$ cat src/rtl/seq_divider.sv
`default_nettype none
// ============================================================================
// Module  : seq_divider
// Brief   : Multi-cycle signed restoring divider (2N-bit / N-bit -> N-bit q,r).
//           Optional macro DIV_SAT_EN saturates the quotient on overflow.
// Rev     : 1.0
// ============================================================================
module seq_divider #(
    parameter int N = 3
) (
    input  logic             clk,
    input  logic             rst,
    input  logic             start,
    input  logic [2*N-1:0]   dividend,
    input  logic [N-1:0]     divisor,
    output logic             busy,
    output logic             done,
    output logic [N-1:0]     quotient,
    output logic [N-1:0]     remainder,
    output logic             div_by_zero,
    output logic             overflow
);

    localparam int CW = (N > 1) ? $clog2(N) : 1;
    localparam logic [N-1:0] c_QMAX = {1'b0, {(N-1){1'b1}}};
    localparam logic [N-1:0] c_QMIN = {1'b1, {(N-1){1'b0}}};

    typedef enum logic [2:0] {
        S_IDLE = 3'd0,
        S_LOAD = 3'd1,
        S_CALC = 3'd2,
        S_FIX  = 3'd3,
        S_DONE = 3'd4
    } state_t;

    state_t          r_state;
    state_t          w_next;

    logic [2*N-1:0]  r_dvd;
    logic [N-1:0]    r_dvs;
    logic [N-1:0]    r_dvs_mag;
    logic [N-1:0]    r_rem;
    logic [N-1:0]    r_low;
    logic [N-1:0]    r_quo;
    logic [CW-1:0]   r_cnt;
    logic            r_qsign;
    logic            r_rsign;
    logic            r_dz;
    logic            r_pre_ovf;

    logic [2*N-1:0]  w_dvd_mag;
    logic [N-1:0]    w_dvs_mag;
    logic [N:0]      w_sh;
    logic [N:0]      w_trial;
    logic            w_fit;
    logic            w_ovf;

    assign w_dvd_mag = r_dvd[2*N-1] ? -r_dvd : r_dvd;
    assign w_dvs_mag = r_dvs[N-1]   ? -r_dvs : r_dvs;
    assign w_sh      = {r_rem, r_low[N-1]};
    assign w_trial   = w_sh - {1'b0, r_dvs_mag};
    // A negative quotient may reach -2^(N-1); a positive one stops at 2^(N-1)-1.
    assign w_fit     = r_qsign ? (r_quo <= c_QMIN) : ~r_quo[N-1];
    assign w_ovf     = ~r_dz & (r_pre_ovf | ~w_fit);

    always_ff @(posedge clk) begin
        if (rst) r_state <= S_IDLE;
        else     r_state <= w_next;
    end

    always_comb begin
        w_next = r_state;
        busy   = 1'b0;
        done   = 1'b0;
        case (r_state)
            S_IDLE: if (start) w_next = S_LOAD;
            S_LOAD: begin
                busy   = 1'b1;
                w_next = S_CALC;
            end
            S_CALC: begin
                busy = 1'b1;
                if (r_cnt == CW'(N-1)) w_next = S_FIX;
            end
            S_FIX: begin
                busy   = 1'b1;
                w_next = S_DONE;
            end
            S_DONE: begin
                done   = 1'b1;
                w_next = S_IDLE;
            end
            default: w_next = S_IDLE;
        endcase
    end

    always_ff @(posedge clk) begin
        if (rst) begin
            r_dvd       <= '0;
            r_dvs       <= '0;
            r_dvs_mag   <= '0;
            r_rem       <= '0;
            r_low       <= '0;
            r_quo       <= '0;
            r_cnt       <= '0;
            r_qsign     <= 1'b0;
            r_rsign     <= 1'b0;
            r_dz        <= 1'b0;
            r_pre_ovf   <= 1'b0;
            quotient    <= '0;
            remainder   <= '0;
            div_by_zero <= 1'b0;
            overflow    <= 1'b0;
        end else begin
            case (r_state)
                S_IDLE: begin
                    if (start) begin
                        r_dvd <= dividend;
                        r_dvs <= divisor;
                    end
                end
                S_LOAD: begin
                    // Upper half seeds the partial remainder; lower half is shifted in.
                    r_rem       <= w_dvd_mag[2*N-1:N];
                    r_low       <= w_dvd_mag[N-1:0];
                    r_dvs_mag   <= w_dvs_mag;
                    r_qsign     <= r_dvd[2*N-1] ^ r_dvs[N-1];
                    r_rsign     <= r_dvd[2*N-1];
                    r_dz        <= (r_dvs == '0);
                    r_pre_ovf   <= (w_dvd_mag[2*N-1:N] >= w_dvs_mag);
                    r_cnt       <= '0;
                    r_quo       <= '0;
                    quotient    <= '0;
                    remainder   <= '0;
                    div_by_zero <= 1'b0;
                    overflow    <= 1'b0;
                end
                S_CALC: begin
                    r_rem <= w_trial[N] ? w_sh[N-1:0] : w_trial[N-1:0];
                    r_quo <= {r_quo[N-2:0], ~w_trial[N]};
                    r_low <= {r_low[N-2:0], 1'b0};
                    r_cnt <= r_cnt + 1'b1;
                end
                S_FIX: begin
                    div_by_zero <= r_dz;
                    overflow    <= w_ovf;
                    if (r_dz) begin
                        quotient  <= '0;
                        remainder <= '0;
                    end else if (w_ovf) begin
`ifdef DIV_SAT_EN
                        quotient  <= r_qsign ? c_QMIN : c_QMAX;
`else
                        quotient  <= '0;
`endif
                        remainder <= '0;
                    end else begin
                        quotient  <= r_qsign ? -r_quo : r_quo;
                        remainder <= r_rsign ? -r_rem : r_rem;
                    end
                end
                default: ;
            endcase
        end
    end

endmodule
`default_nettype wire

$ cat config.mk
export PLATFORM = sky130hd
export DESIGN_NAME = seq_divider
export DESIGN_NICKNAME = d
export VERILOG_FILES = /design/src/rtl/seq_divider.sv
export SDC_FILE = /design/constraint.sdc
export NUM_CORES = 1
export LEC_CHECK = 0
export ABC_AREA = 1
export CORE_AREA = 2 2 78 80
export DETAILED_ROUTE_END_ITERATION = 8
export DIE_AREA = 0 0 80 82
export DONT_BUFFER_PORTS = 1
export GPL_ROUTABILITY_DRIVEN = 0
export PLACE_DENSITY = 0.47
export SETUP_SLACK_MARGIN = 0.2
export SYNTH_ARGS = -nofsm -noshare
export SYNTH_HDL_FRONTEND = slang
export SYNTH_SLANG_ARGS = --single-unit
$ cat constraint.sdc
create_clock -name clk -period 2.1 [get_ports clk]
set_input_delay 0.315 -clock clk [delete_from_list [all_inputs] [get_ports clk]]
set_output_delay 0.315 -clock clk [all_outputs]
set_load 0.05 [all_outputs]
==> metrics <==
status=complete, no violations; Die Span X=80 um; CP Depth=3; synthesized net count=around 300; max_cap viols=0; DRT iter0 DRCs=48; CP Launch Type=flop; final WL=4.253 mm; share of cells above drive strength 1=0.04676; Area growth syn-to-layout=8.183%; final period utilization=0.8009; unrepaired setup endpoints after global routing=no; total number of vias=1672; GRT overflow=0; die area=6560 sq um; worst-case clock buffer depth=2; maximum fanout along the worst path=7; drt pass-1 iters=4; nets=302; PwrDens=997.6 nW/um^2; commonest non-fill, non-tap cell in the layout=nand2_1; Clock transition at path regs=80 ps; global-route wire length before repair=7.231 mm; # IOs=22; mapped cell area=1942 sq um; f_max=594.6 MHz; clock tree root driver cell=clkbuf_8; initial antenna violation count=0; total CTS buffers=5; cells on worst reg2reg path=7; CP peak stage delay=330 ps; Post-synth EDFFs=0; Yosys top cell area share=0.3918; Antenna Nets Post-Route=0; Post-synth ARST share=0; Worst EP required=1780 ps; fin. max-slew vios=0; worst path cell trace=nor2_1 -> nand2_1 -> nand2_2; commonest non-fill, non-tap cells in the layout=nand2_1, inv_1, dfxtp_1, a21oi_1, nand3_1; Initial Util=0.3380; Area contributors post-synth=dfxtp_1, nand2_1, inv_1; most common flop cell mapped by yosys=dfxtp_1; FP Rows=28; htree depth=2; Crit Path Class=reg -> out; CORE AREA=5746 sq um; final setup TNS=0 ps; cell count after synthesis=276; CTS tree=done; worst min-delay path class=in -> reg; syn_area_per_cell=7.036 sq um; GRT Overall Usage=0.1444; WL/cell=12.05 um; count of state elements after synthesis=38; CP arrival=1370 ps; die height=slightly above 80 um; Final Hold Violating Endpoints=0; HPWL Detailed=about 3.2 mm; CP top delay family=simple AND/OR/NAND/NOR gates; worst skew pair latency=290 ps; sequential share of the synthesized area=0.3918; drt drc=0; # clock sinks=38; Setup crit end kind=output pin; final hold slack=78.84 ps; Crit-path slowest cell=dfxtp_1; leak pwr=between 0.9 and 1 nW; Port Buffers=0; min Tclk post-route=1682 ps; # Post-CTS Setup Buffers=0; worst vdd ir=approximately 0.36 mV; largest net degree at the start of global routing=22; crit path buf inv count=0; YS warnings=0; ANT cells=0; post-synth top area cell=dfxtp_1; vias per inst=4.737; vias in the first global route=1563; final setup violation count=0; hold path depth=1; synth unique cells=28; clock skew=8.265 ps; slew margin rel.=0.6266; Slew @ Worst Pin=~560 ps
## through the flow
stage | utilization | setup WS (ps) | instances | total power (W) | area (sq um)
4_1_cts | 0.3652 | 288.9 | 353 | 0.002126 | 2098
6_report | 0.3656 | 418.1 | 353 | 0.002096 | 2101
3_5_place_dp | 0.3493 | 455.8 | 345 | 0.001590 | 2007
5_1_grt | 0.3656 | 227.4 | 353 | 0.002286 | 2101
2_1_floorplan | - | 365.4 | 276 | 0.001448 | 1942
3_3_place_gp | 0.3493 | 497.9 | 345 | 0.001588 | 2007
## logic make-up after synthesis
logic type,count (synthesis),share of synthesized area
compound gates,59,0.1617
xor+xnor,1,0.004511
fa+ha+maj,13,0.08763
buf+inv,55,0.1134
flops,38,0.3918
simple gates,110,0.2410
## worst reg2reg max path, delay by kind of cell, from the launching register on
| family | cells | cell delay (ps) |
|---|---|---|
| AOI/OAI and AO/OA | 4 | 590 |
| adders and majority gates | 2 | 560 |
| DFF | 1 | 340 |
| buffers and inverters | 1 | 70 |
## cell usage after synthesis, types with 3 or more instances
master and count:
a21oi_1 28, buf_2 5, dfxtp_1 38, ha_1 12
inv_1 45, nand2_1 64, nand3_1 25, nor2_1 13
nor3_1 3, o21ai_0 20
## where the power goes
group | switching [W] | internal [W] | total, W
logic | 0.000447 | 0.000234 | 0.000681
registers | 0.0000767 | 0.000810 | 0.000886
clock network | 0.000263 | 0.000265 | 0.000528
## layer usage
layer | global-route usage | vias to the layer above | part of all wire
met2 | 0.2292 | 41 | 0.43
met3 | 0.03187 | 10 | 0.045
met1 | 0.1891 | 733 | 0.50
li1 | - | 888 | -
met4 | 0.06102 | 0 | 0.020
met5 | 0 | - | 0
## area by class of cell
cell class                 count  area [sq um]
clock buffer                   7         86.33
tap                           75         93.84
timing repair buffer           2         15.01
sequential                    38         760.7
multi-input combinational    183         963.4
inverter                      47         176.4
clock inverter                 1         5.005
fill                         652          3645
## worst paths after layout
path | from | to | slack (ps)
worst max-delay path | r_state[2]$_SDFFE_PP0P_ | busy | 420
worst min-delay path | rst | quotient[1]$_SDFFE_PP0P_ | 80
worst max register to register | r_dvs[0]$_SDFFE_PP0P_ | r_pre_ovf$_SDFFE_PP0P_ | 450
worst min register to register | r_dz$_SDFFE_PP0P_ | div_by_zero$_SDFFE_PP0P_ | 460
## registers in the layout (all words and copies together), names as in the netlist, 2 cells and up
register / count
quotient: 3
r_cnt: 2
r_dvd: 6
r_dvs: 3
r_dvs_mag: 3
r_low: 3
r_quo: 3
r_rem: 3
r_state: 3
remainder: 3
## timing repair
action / 4_1_cts / 5_1_grt
hold buffers: 0 / 0
setup endpoints to repair: 0 / 1
gates resized for setup: 0 / 1
(Power assumes the default switching activity.)
